## src/rtl/resta_pkg.sv

```systemverilog
// Shared types and constants for the subtractor result display path.
package resta_pkg;

    localparam int RES_W = 4;

    typedef enum logic [1:0] {
        BLANK = 2'd0,
        LOAD  = 2'd1,
        SHOW  = 2'd2
    } disp_state_t;

    // Active-high segment patterns {g,f,e,d,c,b,a} for digits 0..8.
    localparam logic [6:0] SEG_DIGIT [0:8] = '{
        7'h3F, 7'h06, 7'h5B, 7'h4F, 7'h66, 7'h6D, 7'h7D, 7'h07, 7'h7F
    };
    localparam logic [6:0] SEG_MINUS = 7'h40;
    localparam logic [6:0] SEG_OFF   = 7'h00;

endpackage

```

## src/rtl/resta_display_seg7.sv

```systemverilog
// Combinational 7-segment decoder; digits above 8 are blanked.
module seg7_decoder
    import resta_pkg::*;
(
    input  logic [3:0] digit,
    output logic [6:0] seg
);

    always_comb begin
        seg = SEG_OFF;
        if (digit <= 4'd8) begin
            seg = SEG_DIGIT[digit];
        end
    end

endmodule

```

## src/rtl/resta_display.sv

```systemverilog
// Sign/magnitude display of a 4-bit two's-complement result on a two-digit
// multiplexed 7-segment display. Define SEG_ACTIVE_LOW_EN for common-anode boards.
module resta_display
    import resta_pkg::*;
#(
    parameter int DIV = 25000
) (
    input  logic             clk,
    input  logic             rst_n,
    input  logic             res_valid,
    input  logic [RES_W-1:0] res,
    output logic             res_ready,
    output logic [6:0]       seg,
    output logic [1:0]       an,
    output logic             neg
);

    localparam int CNT_W = (DIV > 2) ? $clog2(DIV) : 1;

`ifdef SEG_ACTIVE_LOW_EN
    localparam logic [6:0] SEG_POL = 7'h7F;
    localparam logic [1:0] AN_POL  = 2'b11;
`else
    localparam logic [6:0] SEG_POL = 7'h00;
    localparam logic [1:0] AN_POL  = 2'b00;
`endif

    disp_state_t      state_q, state_d;
    logic [RES_W-1:0] res_q, res_d;
    logic [RES_W-1:0] mag_q, mag_d;
    logic             neg_q, neg_d;
    logic [CNT_W-1:0] cnt_q, cnt_d;
    logic             sel_q, sel_d;
    logic [6:0]       seg_q, seg_d;
    logic [1:0]       an_q, an_d;
    logic             res_ready_q, res_ready_d;
    logic [6:0]       mag_seg;
    logic             transfer;

    seg7_decoder u_dec (
        .digit (mag_q),
        .seg   (mag_seg)
    );

    // Handshake: a result is taken on any rising edge where res_valid and
    // res_ready are both high; res_ready is registered and drops for the
    // single LOAD cycle, so a value offered then is simply not taken.
    assign transfer = res_valid && res_ready_q;

    always_comb begin
        state_d = state_q;
        res_d   = res_q;
        mag_d   = mag_q;
        neg_d   = neg_q;
        cnt_d   = cnt_q;
        sel_d   = sel_q;
        seg_d   = seg_q;
        an_d    = an_q;

        case (state_q)
            BLANK: begin
                if (transfer) begin
                    state_d = LOAD;
                    res_d   = res;
                end
            end
            LOAD: begin
                state_d = SHOW;
                neg_d   = res_q[RES_W-1];
                mag_d   = res_q[RES_W-1] ? (~res_q + 4'd1) : res_q;
                cnt_d   = '0;
                sel_d   = 1'b0;
            end
            SHOW: begin
                if (cnt_q == CNT_W'(DIV - 1)) begin
                    cnt_d = '0;
                    sel_d = ~sel_q;
                end else begin
                    cnt_d = cnt_q + 1'b1;
                end
                // Output registers store the board polarity directly.
                if (sel_q) begin
                    an_d  = 2'b10 ^ AN_POL;
                    seg_d = (neg_q ? SEG_MINUS : SEG_OFF) ^ SEG_POL;
                end else begin
                    an_d  = 2'b01 ^ AN_POL;
                    seg_d = mag_seg ^ SEG_POL;
                end
                if (transfer) begin
                    state_d = LOAD;
                    res_d   = res;
                end
            end
            default: begin
                state_d = BLANK;
            end
        endcase

        res_ready_d = (state_d != LOAD);
    end

    always_ff @(posedge clk) begin
        if (!rst_n) begin
            state_q     <= BLANK;
            res_q       <= '0;
            mag_q       <= '0;
            neg_q       <= 1'b0;
            cnt_q       <= '0;
            sel_q       <= 1'b0;
            seg_q       <= SEG_OFF ^ SEG_POL;
            an_q        <= 2'b00 ^ AN_POL;
            res_ready_q <= 1'b0;
        end else begin
            state_q     <= state_d;
            res_q       <= res_d;
            mag_q       <= mag_d;
            neg_q       <= neg_d;
            cnt_q       <= cnt_d;
            sel_q       <= sel_d;
            seg_q       <= seg_d;
            an_q        <= an_d;
            res_ready_q <= res_ready_d;
        end
    end

    assign seg       = seg_q;
    assign an        = an_q;
    assign neg       = neg_q;
    assign res_ready = res_ready_q;

endmodule

```

## config.mk

```make
export PLATFORM = sky130hd
export DESIGN_NAME = resta_display
export DESIGN_NICKNAME = d
export VERILOG_FILES = /design/src/rtl/resta_pkg.sv /design/src/rtl/resta_display_seg7.sv /design/src/rtl/resta_display.sv
export SDC_FILE = /design/constraint.sdc
export NUM_CORES = 1
export LEC_CHECK = 0
export CAP_MARGIN = 20
export CELL_PAD_IN_SITES_DETAIL_PLACEMENT = 0
export CELL_PAD_IN_SITES_GLOBAL_PLACEMENT = 1
export CORE_ASPECT_RATIO = 1.1
export CORE_UTILIZATION = 41
export CTS_BUF_LIST = sky130_fd_sc_hd__clkbuf_4 sky130_fd_sc_hd__clkbuf_8
export DETAILED_ROUTE_END_ITERATION = 8
export GPL_TIMING_DRIVEN = 0
export MAX_ROUTING_LAYER = met4
export PLACE_DENSITY_LB_ADDON = 0.1
export SKIP_CTS_REPAIR_TIMING = 1
export SYNTH_ARGS = -nofsm -noshare
export SYNTH_HDL_FRONTEND = slang
export SYNTH_HIERARCHICAL = 1
export SYNTH_SLANG_ARGS = --single-unit
```

## constraint.sdc

```tcl
create_clock -name clk -period 2.18 [get_ports clk]
set_clock_uncertainty 0.2 [all_clocks]
set_input_delay 0.436 -clock clk [delete_from_list [all_inputs] [get_ports clk]]
set_output_delay 0.436 -clock clk [all_outputs]
set_load 0.02 [all_outputs]
```

# Word level (Yosys, flattened, before mapping)
# Memory sizes are Yosys's and may differ from the RTL's.
# Cells that the tools add are included.
word_totals:
  ff_bits: 37
  rom_bits: 112
  input_bits: 7
  out_inout_bits: 11
  elab_cells: 41
  mem_count: 1
op_classes:
  add_sub_neg: 2
  order_cmp: 2
  eq_ne: 5
  mux: 13
  bitwise: 3
  reduce_logical: 6
memory_table:
  columns: ["name", "words", "width", "rd", "rd_ports_with_merged_regs", "write_ports", "line", "source"]
  rows:
  - ["(name not given)", 16, 7, 1, 0, 0, "resta_display_seg7.sv:12", "seg = SEG_DIGIT[digit];"]
ops:
  columns: ["op", "count"]
  rows:
  - ["7-bit 2-to-1 mux", 5]
  - ["15-bit one-hot mux with 2 select lines", 1]
  - ["15-bit by 1-bit adder with 15-bit output (second input constant)", 1]
  - ["15-bit equality test (second input constant)", 1]
  - ["15-bit 2-to-1 mux", 1]
  - ["5-bit greater-or-equal comparator (second input constant)", 1]
  - ["4-bit inverter with 5-bit output", 1]
  - ["4-bit by 1-bit adder with 4-bit output (second input constant)", 1]
  - ["4-bit <= comparator (second input constant)", 1]
  - ["2-bit 2-to-1 mux", 2]
  - ["4-bit 2-to-1 mux", 1]
  - ["4-bit inverter", 1]
  - ["2-bit one-hot mux with 2 select lines", 1]
  - ["2-bit AND reduction", 2]
  - ["2-bit by 1-bit equality test with 1-bit output (second input constant)", 1]
  - ["2-bit equality test (second input constant)", 1]
  - ["2-bit zero test", 1]
  - ["2-bit by 1-bit inequality test with 1-bit output (second input constant)", 1]
  - ["2-bit inequality test (second input constant)", 1]
  - ["1-bit one-hot mux with 2 select lines", 1]
  - ["2-bit nonzero test", 1]
  - ["2-bit OR reduction", 1]
  - ["1-bit logical AND", 1]
  - ["1-bit 2-to-1 mux", 1]
  - ["1-bit inverter", 1]

# Logic depth before layout (Yosys ltp)
depth:
  ltp_word: 6
  depth_mapped: 8
  mapped_depth_nobuf: 7

# By module
# The synthesis kept the hierarchy.
by_module_without_submodules:
  columns: ["mod", "instances", "cells_per_inst", "area_each_um2", "seq_area_each_um2"]
  rows:
  - ["resta_display", 1, 197, 1813.0, 740.7]
  - ["seg7_decoder", 1, 26, 216.5, 0.0]

# Worst setup path after synthesis
# OpenSTA, ideal clock, no wires.
synth_path:
  path_kind: "flip-flop to flip-flop"
  start: "register cnt_q[0]"
  end: "register cnt_q[12]"
  setup_time_ns: 0.074
  t_arrival_ns: 1.815
  required_time_ns: 1.906
  slack_ns: 0.090
  path_stages_with_launch: 7
  path_buffers: 1
  synth_period_minus_slack_ns: 2.090
  cell_sequence: "dfxtp_1 > ha_1 > and4_1 > buf_4 > or4b_1 > or4b_1 > o21ai_0"
synth_between:
  elab_chain_len: 3
  word_cells_on_any_way: 4
  classes_between: "1 x add/sub; 1 x eq/ne; 2 x mux"
synth_rtl:
  columns: ["item", "line", "source"]
  rows:
  - ["from (decl)", "resta_display.sv:32", "logic [CNT_W-1:0] cnt_q, cnt_d;"]
  - ["from (signal assigned)", "resta_display.sv:118", "cnt_q <= cnt_d;"]
  - ["15-bit by 1-bit adder with 15-bit output / 15-bit equality test (equally long branches)", "resta_display.sv:79, resta_display.sv:75", null]
  - ["15-bit 2-to-1 mux (*)", "resta_display.sv:75", "if (cnt_q == CNT_W'(DIV - 1)) begin"]
  - ["15-bit one-hot mux with 2 select lines (*)", "resta_display.sv:60", "case (state_q)"]
# Every way passes the cells marked *; elsewhere a longest branch is shown, timed or not.
# A chain may end at the register's enable or synchronous reset.

# Final worst setup path
layout_path:
  start: "register cnt_q[1]"
  end: "register cnt_q[12]"
# The elaborated chain is that of the path after synthesis.

==> qor.yml <==
status: "finished clean"
cp_num_buf_inv: 1
portBuffers: 17
drt-total-wl_mm: 4.47
holdWs_ns: 0.284
cp_slowest_cell: "or4b_1"
ys_async_sr_fraction_pct: 0
dpl.hpwl_mm: 3.05
syn_nets: 241
final_layout_size_suffix_gt1_share_pct: 17.9
synth_area_sq_um: 2030
yosysSeqAreaShare_pct: 36.5
synth_fa_ha_area_share_pct: 6.78
slew-limit-headroom_pct: 67.8
cts-root-buf: "clkbuf_8"
reg2reg_slack_ns: 0.05
start_kind: "register"
yosysUniqueCellTypes: 49
synth-xor-area-share_pct: 0.863
htree_num_levels: 2
nNetsFinal: 274
setup_viol_count_final: 0
grt_pass1_wl_mm: 7.51
setup_tns_ns: 0
drt-pass1-iter-count: 4
core-area_sq_um: 4720
path_max_fanout: 4
hp-class: "reg -> reg"
initial_utilization_pct: 43.0
cpLargestDelayFamily: "simple AND/OR/NAND/NOR gates"
period_minus_slack_ns: 2.13
dieArea_sq_um: 5240
yosys-top-cells-area: "dfxtp_1, ha_1, mux2i_1"
synth.area.mux_share_pct: 5.92
final_cells: 313
cts_buffers: 5
place_area_sq_um: 2270
max_slew.worst_pin.slew_ns: 0.483
ir_drop_uv: 277
synth_top_family_by_area: "simple AND/OR/NAND/NOR gates"
core.rowCount: 26
antenna_found_initial: 0
cts.sinks: 37
cp_cell_sequence: "ha_4, and4_1, buf_6, or4b_4, or4b_1, o21ai_1"
detail-route-antenna-nets: 0
hold_viol: 0
cp_data_required_time_ns: 2.21
wl_per_cell_um: 14.3
p_per_area_nw_per_um2: 678
drv_slew: 0
area_growth_pct: 24.8
vias_per_cell: 5.42
yosys.area.top_type: "dfxtp_1"
grt.total_usage_pct: 18.7
timing.rr.start: "cnt_q[1]$_SDFFE_PN0P_"
cts.clk_slew.worst_paths_ns: 0.08
grt_max_degree: 13
synth_compound_area_share_pct: 20.3
dp_cells: 296
clock_latency_ns: 0.29
synth_edf_count: 0
max_freq_mhz: 468
p_leak_uw: 0.000914
synth-simple-area-share_pct: 23.7
dieHeight_um: 75.8
rsz0062_at_grt: "yes"
fin_area_sq_um: 2530
yosysWarnings: 6
drtIter0Drc: 50
vias: 1697
startpoint: "cnt_q[1]$_SDFFE_PN0P_"
cts_tree: "yes"
die_x_um: 69.1
worstSetupPathType: "reg -> reg"
endpoint_kind: "register"
grt_pass1_vias: 1612
min_period_over_period_pct: 97.9
io_pins: 18
slowest_delay_ns: 0.51
crit_arrival_ns: 2.16
postSynthCellCount: 223
antenna_cells: 0
synth.ff_latch_count: 37
grt_overflow: 0
syn_avg_cell_area_sq_um: 9.10
synth_top_area_share_pct: 36.5
holdCritStartpoint: "cnt_q[14]$_SDFFE_PN0P_"
synthFlopType: "dfxtp_1"
drc: 0
clk_path_buf_depth: 2
cap_violations: 0
gp_congestion: 0.791
## worst paths after layout
check,to,depth (start not counted)
worst max-delay path,cnt_q[12]$_SDFFE_PN0P_,6
worst min-delay path,cnt_q[14]$_SDFFE_PN0P_,2
worst max register to register,cnt_q[12]$_SDFFE_PN0P_,6
worst min register to register,cnt_q[14]$_SDFFE_PN0P_,2
## layer usage
metal,routed length (um),share of wire [%],vias to the layer above,global-route usage (%)
met5,0,0,-,-
met4,25,0.56,0,6.12
met3,115,2.6,2,4.63
met2,2220,50,21,31.2
met1,2110,47,799,22.4
li1,-,-,875,-
## stage by stage
step | power [uW] | setup slack, ns | util (%)
final | 1720 | 0.0451 | 53.7
after global routing | 1800 | -0.0562 | 53.7
after CTS | 1720 | -0.301 | 51.0
after detailed placement | 1010 | -0.275 | 48.1
after global placement | 1010 | -0.293 | 48.1
after floorplan | 926 | 0.0905 | -
## synthesized netlist by cell type, types with 6 or more instances
cell type / number
mux2i_1: 12
o21ai_0: 8
a31oi_1: 6
nand3_1: 7
nor2b_1: 17
a22oi_1: 6
ha_1: 11
clkbuf_1: 8
dfxtp_1: 37
nor2_1: 8
inv_1: 14
nand2_1: 11
## worst register-to-register path, stage by stage (launching register included)
cell and delay, ns:
dfxtp_4 0.37, ha_4 0.15, and4_1 0.21, buf_6 0.10, or4b_4 0.45, or4b_1 0.51, o21ai_1 0.09
## where the power goes
group,leakage (uW),total [uW],switching (uW),internal (uW)
clock,0.0000681,714,259,455
sequential,0.000303,724,23.8,700
combinational,0.000544,281,143,138
total,0.000914,1720,425,1290
## cell type report
cell class,instances,area (sq um)
fill,473,2180
multi-input combinational,158,1200
sequential,37,751
timing repair buffer,26,238
buffer,13,77.6
tap,56,70.1
clock buffer,5,68.8
clock inverter,3,65.1
inverter,15,60.1
## state kept, by name (all words and copies together) (netlist names), 2 cells and up
signal and flops:
cnt_q 15, seg 7, state_q 2, res_q 4, an 2, mag_q 4
## cell families after synthesis
logic type,after synthesis
and+or+nand+nor,76
AOI/OAI and AO/OA,57
DFF,37
buffers and inverters,28
muxes,12
adders and majority gates,11
xor gates and xnor gates,2
## cells in the final DEF, fill, tap and decap left out, types with 4 or more instances in the layout
cell             instances
a22o_1                   4
dfxtp_1                 33
a31oi_1                  6
nor2_1                   8
o21ai_0                  7
nand4_1                  5
a31o_2                   4
clkbuf_8                 5
clkdlybuf4s50_1         17
clkbuf_1                 6
nor4b_1                  4
a21boi_0                 5
inv_1                   14
a21oi_1                  5
nand3_1                  7
o22ai_1                  5
mux2i_1                 12
nor2b_1                 17
a22oi_1                  6
nand2_1                 11
ha_1                    10
o21a_1                   5
buf_4                    9
(Power assumes the default switching activity.)
